==> config.mk <==
export PLATFORM = sky130hd
export DESIGN_NAME = iob_irq_pending
export DESIGN_NICKNAME = d
export VERILOG_FILES = /design/src/rtl/iob_irq_pending.sv
export SDC_FILE = /design/constraint.sdc
export NUM_CORES = 1
export LEC_CHECK = 0
export CAP_MARGIN = 20
export CORE_ASPECT_RATIO = 1.4
export CORE_MARGIN = 5
export CORE_UTILIZATION = 40
export DETAILED_ROUTE_END_ITERATION = 8
export PLACE_DENSITY = 0.69
export RECOVER_POWER = 25
export SYNTH_ARGS = -nofsm -noshare
export SYNTH_HDL_FRONTEND = slang
export SYNTH_SLANG_ARGS = --single-unit
==> constraint.sdc <==
create_clock -name clk_i -period 2 [get_ports clk_i]
set_input_delay 0.4 -clock clk_i [delete_from_list [all_inputs] [get_ports clk_i]]
set_output_delay 0.4 -clock clk_i [all_outputs]
set_load 0.01 [all_outputs]
==> src/rtl/iob_irq_pending.sv <==
// iob_irq_pending: request-collection stage in front of iob_prio_enc.
// Each raw request line is optionally synchronized, then handled either as a
// level (follows the line) or as a rising edge latched until acknowledged.
// The enabled pending vector, its OR and a sticky per-line overflow flag are
// registered outputs.
module iob_irq_pending #(
    parameter int W    = 8,
    parameter int SYNC = 0
) (
    input  logic                 clk_i,
    input  logic                 cke_i,
    input  logic                 rst_n_i,
    input  logic [W-1:0]         req_i,
    input  logic [W-1:0]         level_i,
    input  logic [W-1:0]         en_i,
    input  logic                 ack_i,
    input  logic [$clog2(W)-1:0] ack_idx_i,
    output logic [W-1:0]         pending_o,
    output logic                 any_o,
    output logic [W-1:0]         ovf_o
);

    localparam int IW = $clog2(W);

    logic [W-1:0] s;        // request lines after the synchronizer
    logic [W-1:0] prev_q;   // previous sample of s, for edge detection
    logic [W-1:0] l_q;      // sticky edge latch
    logic [W-1:0] l_d;
    logic [W-1:0] pend_q;
    logic [W-1:0] pend_d;
    logic         any_q;
    logic         any_d;
    logic [W-1:0] ovf_q;
    logic [W-1:0] ovf_d;
    logic [W-1:0] rise;
    logic [W-1:0] set;
    logic [W-1:0] clr;
    logic [W-1:0] raw_d;

    generate
        if (SYNC == 0) begin : g_nosync
            assign s = req_i;
        end else begin : g_sync
            logic [SYNC-1:0][W-1:0] sync_q;

            // Shift register delaying req_i by SYNC enabled cycles.
            always_ff @(posedge clk_i) begin
                // NOTE: clocked state uses non-blocking assignments so every
                // stage samples the value from before this edge.
                if (cke_i) begin
                    if (!rst_n_i) begin
                        sync_q <= '0;
                    end else begin
                        sync_q[0] <= req_i;
                        for (int i = 1; i < SYNC; i++) begin
                            sync_q[i] <= sync_q[i-1];
                        end
                    end
                end
            end

            assign s = sync_q[SYNC-1];
        end
    endgenerate

    // Next-state logic: edge detect, latch set/clear, masking and overflow.
    always_comb begin
        // NOTE: every output of this block gets a value before any branch or
        // loop, so no path leaves one unassigned and no latch is inferred.
        rise = s & ~prev_q;
        set  = rise & ~level_i;
        clr  = '0;
        for (int b = 0; b < W; b++) begin
            // An index with no matching line (>= W) clears nothing.
            clr[b] = ack_i && (ack_idx_i == IW'(b));
        end
        // Set beats a simultaneous clear so a fresh edge is never lost.
        l_d    = set | (l_q & ~clr);
        raw_d  = (level_i & s) | (~level_i & l_d);
        pend_d = raw_d & en_i;
        any_d  = |pend_d;
        // A second edge on an already latched line is an overflow, unless the
        // same cycle also acknowledges it (then exactly one event remains).
        ovf_d  = (set & l_q & ~clr) | (ovf_q & ~clr);
    end

    // State and output registers; reset only takes effect on enabled edges.
    always_ff @(posedge clk_i) begin
        if (cke_i) begin
            if (!rst_n_i) begin
                prev_q <= '0;
                l_q    <= '0;
                pend_q <= '0;
                any_q  <= 1'b0;
                ovf_q  <= '0;
            end else begin
                prev_q <= s;
                l_q    <= l_d;
                pend_q <= pend_d;
                any_q  <= any_d;
                ovf_q  <= ovf_d;
            end
        end
    end

    assign pending_o = pend_q;
    assign any_o     = any_q;
    assign ovf_o     = ovf_q;

endmodule

=== Word-level counts from Yosys, hierarchy flattened ===
Index checks and enable logic that the tools add are counted.

* Memory bits (writable): 0
* Latch bits: 0
* Word-level logic and storage cells: 37
* Memory bits (read-only): 0
* Input bits: 31
* Register bits after elaboration: 33
* Output and inout bits: 17
* Memories kept: 0

* Reduce and logical (&&, ||, !) cells: 10
* Shift operators: 0
* Add/subtract/negate cells: 0
* Div/mod/pow operators: 0
* Eq/ne operators: 7
* Multiply operators: 0
* $lt $le $gt $ge: 0
* Multiplexer cells: 0
* Bitwise gates (word level): 15

{| class="wikitable"
|+ Operators with widths
! cell !! number
|-
| $and A8 B8 Y8 || 9
|-
| $not A8 Y8 || 3
|-
| $or A8 B8 Y8 || 3
|-
| $eq A3 B3 Y1 const B || 4
|-
| $logic_and A1 B1 Y1 || 8
|-
| $reduce_or A8 Y1 || 1
|-
| $eq A3 B2 Y1 const B || 2
|-
| $eq A3 B1 Y1 const B || 1
|-
| $logic_not A3 Y1 || 1
|}

=== Longest topological paths before layout ===
Gate-level depths: netlist (run 1).

* Word-level depth: 9
* Depth in mapped cells: 4

=== Worst setup path before layout (run 1) ===
Ideal clock, no wire load.

* Kind: input port to flip-flop
* Start: in ack_idx_i[2]
* End: reg any_q (netlist: any_o) (data pin)
* Setup time: 0.276 ns
* Data arrival time: 1.367 ns
* Stages on the path: 4
* Data required time: 1.724 ns
* Path slack: 0.357 ns
* Path buffers: 0
* Cells stage by stage: or4b_4 -> a32o_1 -> nor3_2 -> a41oi_1

* Word-level cells in the longest chain between the ends: 9

{| class="wikitable"
|+ Ends and longest elaborated chain
! element !! RTL line !! source
|-
| start, declared || 17 || <nowiki>input logic [$clog2(W)-1:0] ack_idx_i,</nowiki>
|-
| $eq A3 B1 Y1 (tied with other cells) || 75 || <nowiki>clr[b] = ack_i && (ack_idx_i == IW'(b));</nowiki>
|-
| $logic_and A1 B1 Y1 || 75 ||
|-
| $not A8 Y8 (*) || 78 || <nowiki>l_d = set | (l_q & ~clr);</nowiki>
|-
| $and A8 B8 Y8 (*) || 78 ||
|-
| $or A8 B8 Y8 (*) || 78 ||
|-
| $and A8 B8 Y8 (*) || 79 || <nowiki>raw_d = (level_i & s) | (~level_i & l_d);</nowiki>
|-
| $or A8 B8 Y8 (*) || 79 ||
|-
| $and A8 B8 Y8 (*) || 80 || <nowiki>pend_d = raw_d & en_i;</nowiki>
|-
| $reduce_or A8 Y1 (*) || 81 || <nowiki>any_d = |pend_d;</nowiki>
|-
| end signal, assigned || 100 || <nowiki>any_q <= any_d;</nowiki>
|-
| end, declared || 31 || <nowiki>logic any_q;</nowiki>
|}

Every way passes the cells marked *; elsewhere a longest branch is shown, timed or not.
A chain may end at the register's enable or synchronous reset.

=== Worst setup path after layout (run 1) ===
* Start: in ack_i
* End: reg any_q (netlist: any_o) (data pin)

* Word-level cells in the longest chain between the ends: 8

{| class="wikitable"
|+ Ends and longest elaborated chain
! element !! RTL line !! source
|-
| start, declared || 16 || <nowiki>input logic ack_i,</nowiki>
|-
| $logic_and A1 B1 Y1 || 75 ||
|-
| $not A8 Y8 (*) || 78 ||
|-
| $and A8 B8 Y8 (*) || 78 ||
|-
| $or A8 B8 Y8 (*) || 78 ||
|-
| $and A8 B8 Y8 (*) || 79 ||
|-
| $or A8 B8 Y8 (*) || 79 ||
|-
| $and A8 B8 Y8 (*) || 80 ||
|-
| $reduce_or A8 Y1 (*) || 81 ||
|}

Marks and branches as above.

==> results by group, run 1 <==
Cells and area
  • Commonest non-fill, non-tap cells in the layout: 46 x clkdlybuf4s50_1, 33 x edfxtp_1, 15 x nor2_1, 13 x and2_1, 13 x buf_4
  • Commonest non-fill, non-tap cell in the layout: clkdlybuf4s50_1
  • Design area: 2370 um^2
  • P&R area growth vs syn: 42.0%
  • Nets: 229
  • Layout cells sized above 1: 0.131
  • Diode count: 0

CTS
  • CTS Root Cell: clkbuf_8
  • TritonCTS Buffers: 5
  • # hold bufs at CTS: 0
  • Clk sinks: 33
  • Max Root-Sink Buffers: 2
  • Clk pin slew, worst setup/hold paths: around 0.070 ns
  • CTS tree: built
  • H-tree depth: 2
  • Post-cts gate resize count: 0
  • Clk_lat worst skew: 0.29 ns
  • Setup bufs post-CTS: 0

Timing
  • Post-route setup slack: between 0.09 and 0.1 ns
  • TNS Setup: 0 ns
  • Tightest Pin Transition: between 0.8 and 0.9 ns
  • Endpoints failing setup: 0
  • FMAX: between 500 and 600 MHz
  • Rel. slew slack: 0.439
  • Pins Over Slew Limit: 0
  • Final min period: roughly 1.9 ns
  • Hold Fails Final Rpt: 0
  • Final period utilization: 0.951
  • Clock Skew: 0.00758 ns
  • Final hold slack: 0.594 ns
  • RSZ-0062 raised after global routing: false

Global route
  • Total grt overflow: 0
  • Vias in the first global route: 1447
  • GRT Resource Usage Total: 0.155
  • Largest net degree at the start of global routing: 34
  • First-pass GRT wire length: between 6000 and 7000 um
  • Initial antenna violation count: 0

Power
  • Reg power frac: 0.527
  • Lkg Pwr: ~0.93 nW
  • Psw: between 0.3 and 0.4 mW
  • Sw Share: 0.242
  • Comb power frac: 0.165
  • Worst vdd ir: between 0.4 and 0.5 mV
  • Final Total Pwr: approximately 1.6 mW
  • PwrDens: 674 nW/um^2
  • Power Internal: between 1 and 1.5 mW
  • Clock share of power: 0.307

Yosys
  • Syn_area_per_cell: between 10 and 15 um^2
  • Syn_nets: 164
  • EDFF count, synth: 33
  • Seq/Total Area, Yosys: 0.593
  • Synthesized area: 1670 um^2
  • Synth Register Bits: 33
  • Synth Warn #: 0
  • Area leader, netlist: edfxtp_1
  • Top cell type's share of synthesized area: 0.593
  • Synth top area cells: edfxtp_1 59%, and2_1 4.9%, and3b_1 3.7%
  • Netlist cell types: 29
  • Ys flop type: edfxtp_1
  • Cells after Synth: ~130
  • Asr flop ratio synth: 0

Outcome
  • Status: complete, no violations

Die
  • Starting Density: 0.419
  • Full die area: 5590 um^2
  • Die width: ~65 um
  • Core ar.: around 4000 um^2
  • I/O pin total: between 40 and 50
  • Row count: 27
  • Die height: about 86 um

Routing
  • 1st-iter DRT viols: 36
  • Via count: roughly 1300
  • Remaining DRCs: 0
  • Routed length per placed instance: 16.7 um
  • ANT nets after route: 0
  • Drt pass-1 iters: 4
  • Via-to-Cell Ratio: 5.56
  • Routed wire length: approximately 4000 um

Setup path
  • WP data required: ~2.0 ns
  • CP Capture Type: flop
  • Crit path kind: primary input to flop
  • CP arrival: between 1.5 and 2 ns
  • Type of origin of the critical path: primary input
  • Crit-path max FO: 5

Place
  • PortBufs: 47
  • Placed Area: 2300 um^2
  • Pre-CTS setup slack: -0.211 ns
  • DPL Wire Length: around 3100 um
  • Routability cong.: approximately 0.75

Worst hold path
  • Min-delay worst type: flop to flop

Flow run
  • Maxcap violations: 0
-- flip-flops by register name (all words and copies together), names as in the netlist --
signal	cells
any_o	1
l_q	8
ovf_o	8
pending_o	8
prev_q	8
-- layout make-up --
class                      instances  area (um^2)
tap                               43         53.8
multi-input combinational         95          661
fill                             363         1610
clock inverter                     3         17.5
timing repair buffer              61          573
inverter                           2         7.51
sequential                        33          991
clock buffer                       5         68.8
-- cell usage after synthesis (2+ instances only) --
master,n
inv_1,2
and3b_1,7
edfxtp_1,33
o211a_1,5
nand4b_1,2
and2_1,13
nand2b_1,8
nor4bb_1,4
nor3b_1,7
a32oi_1,2
a32o_1,5
clkbuf_1,3
a21oi_1,9
nand4bb_1,2
nor2_1,15
nand2_1,3
-- worst max-delay path, stage by stage --
cell	delay, ns
clkdlybuf4s50_1	0.54
or4b_4	0.48
a32o_1	0.24
nor3_2	0.11
a41oi_1	0.14
-- per-layer routing --
| metal | share of wire | routed length, um | GRT usage | up-vias |
|---|---|---|---|---|
| li1 | - | - | - | 649 |
| met1 | 0.39 | 1590 | 0.152 | 647 |
| met2 | 0.54 | 2160 | 0.293 | 41 |
| met3 | 0.048 | 194 | 0.0441 | 8 |
| met4 | 0.023 | 91 | 0.0750 | 0 |
| met5 | 0 | 0 | 0 | - |
-- cells by family after synthesis --
logic type / count (synthesis) / synth area share
buf+inv: 5 / 0.0112
compound gates: 26 / 0.122
simple gates: 69 / 0.273
flops: 33 / 0.593
-- through the flow --
stage | instances | util
finish | 242 | 0.595
global route | 242 | 0.595
CTS | 242 | 0.599
detailed placement | 234 | 0.577
global placement | 234 | 0.577
floorplan | 133 | -
-- final timing paths --
path,startpoint,endpoint,slack [ns],cells after the start
hold / removal,ovf_o[6],ovf_o[6],0.59,2
hold reg to reg,ovf_o[6],ovf_o[6],0.59,2
setup / recovery,ack_i,any_o,0.1,5
setup reg to reg,prev_q[0],any_o,0.53,4
-- power groups by stage --
stage / sequential, mW / clock (mW) / combinational (mW)
4_1_cts: 0.844 / 0.504 / 0.272
3_3_place_gp: 0.855 / 0 / 0.266
6_report: 0.844 / 0.492 / 0.265
5_1_grt: 0.850 / 0.545 / 0.286
2_1_floorplan: 0.863 / 0 / 0.0896
3_5_place_dp: 0.859 / 0 / 0.271
Note: power is estimated with default switching activity, not from simulation.
==> run 2: changes to the inputs <==
- ABC_CLOCK_PERIOD_IN_PS: unset -> 2000
==> results of run 2 <==
Same layout as run 1: the final DEF is identical, and so are final timing and power.
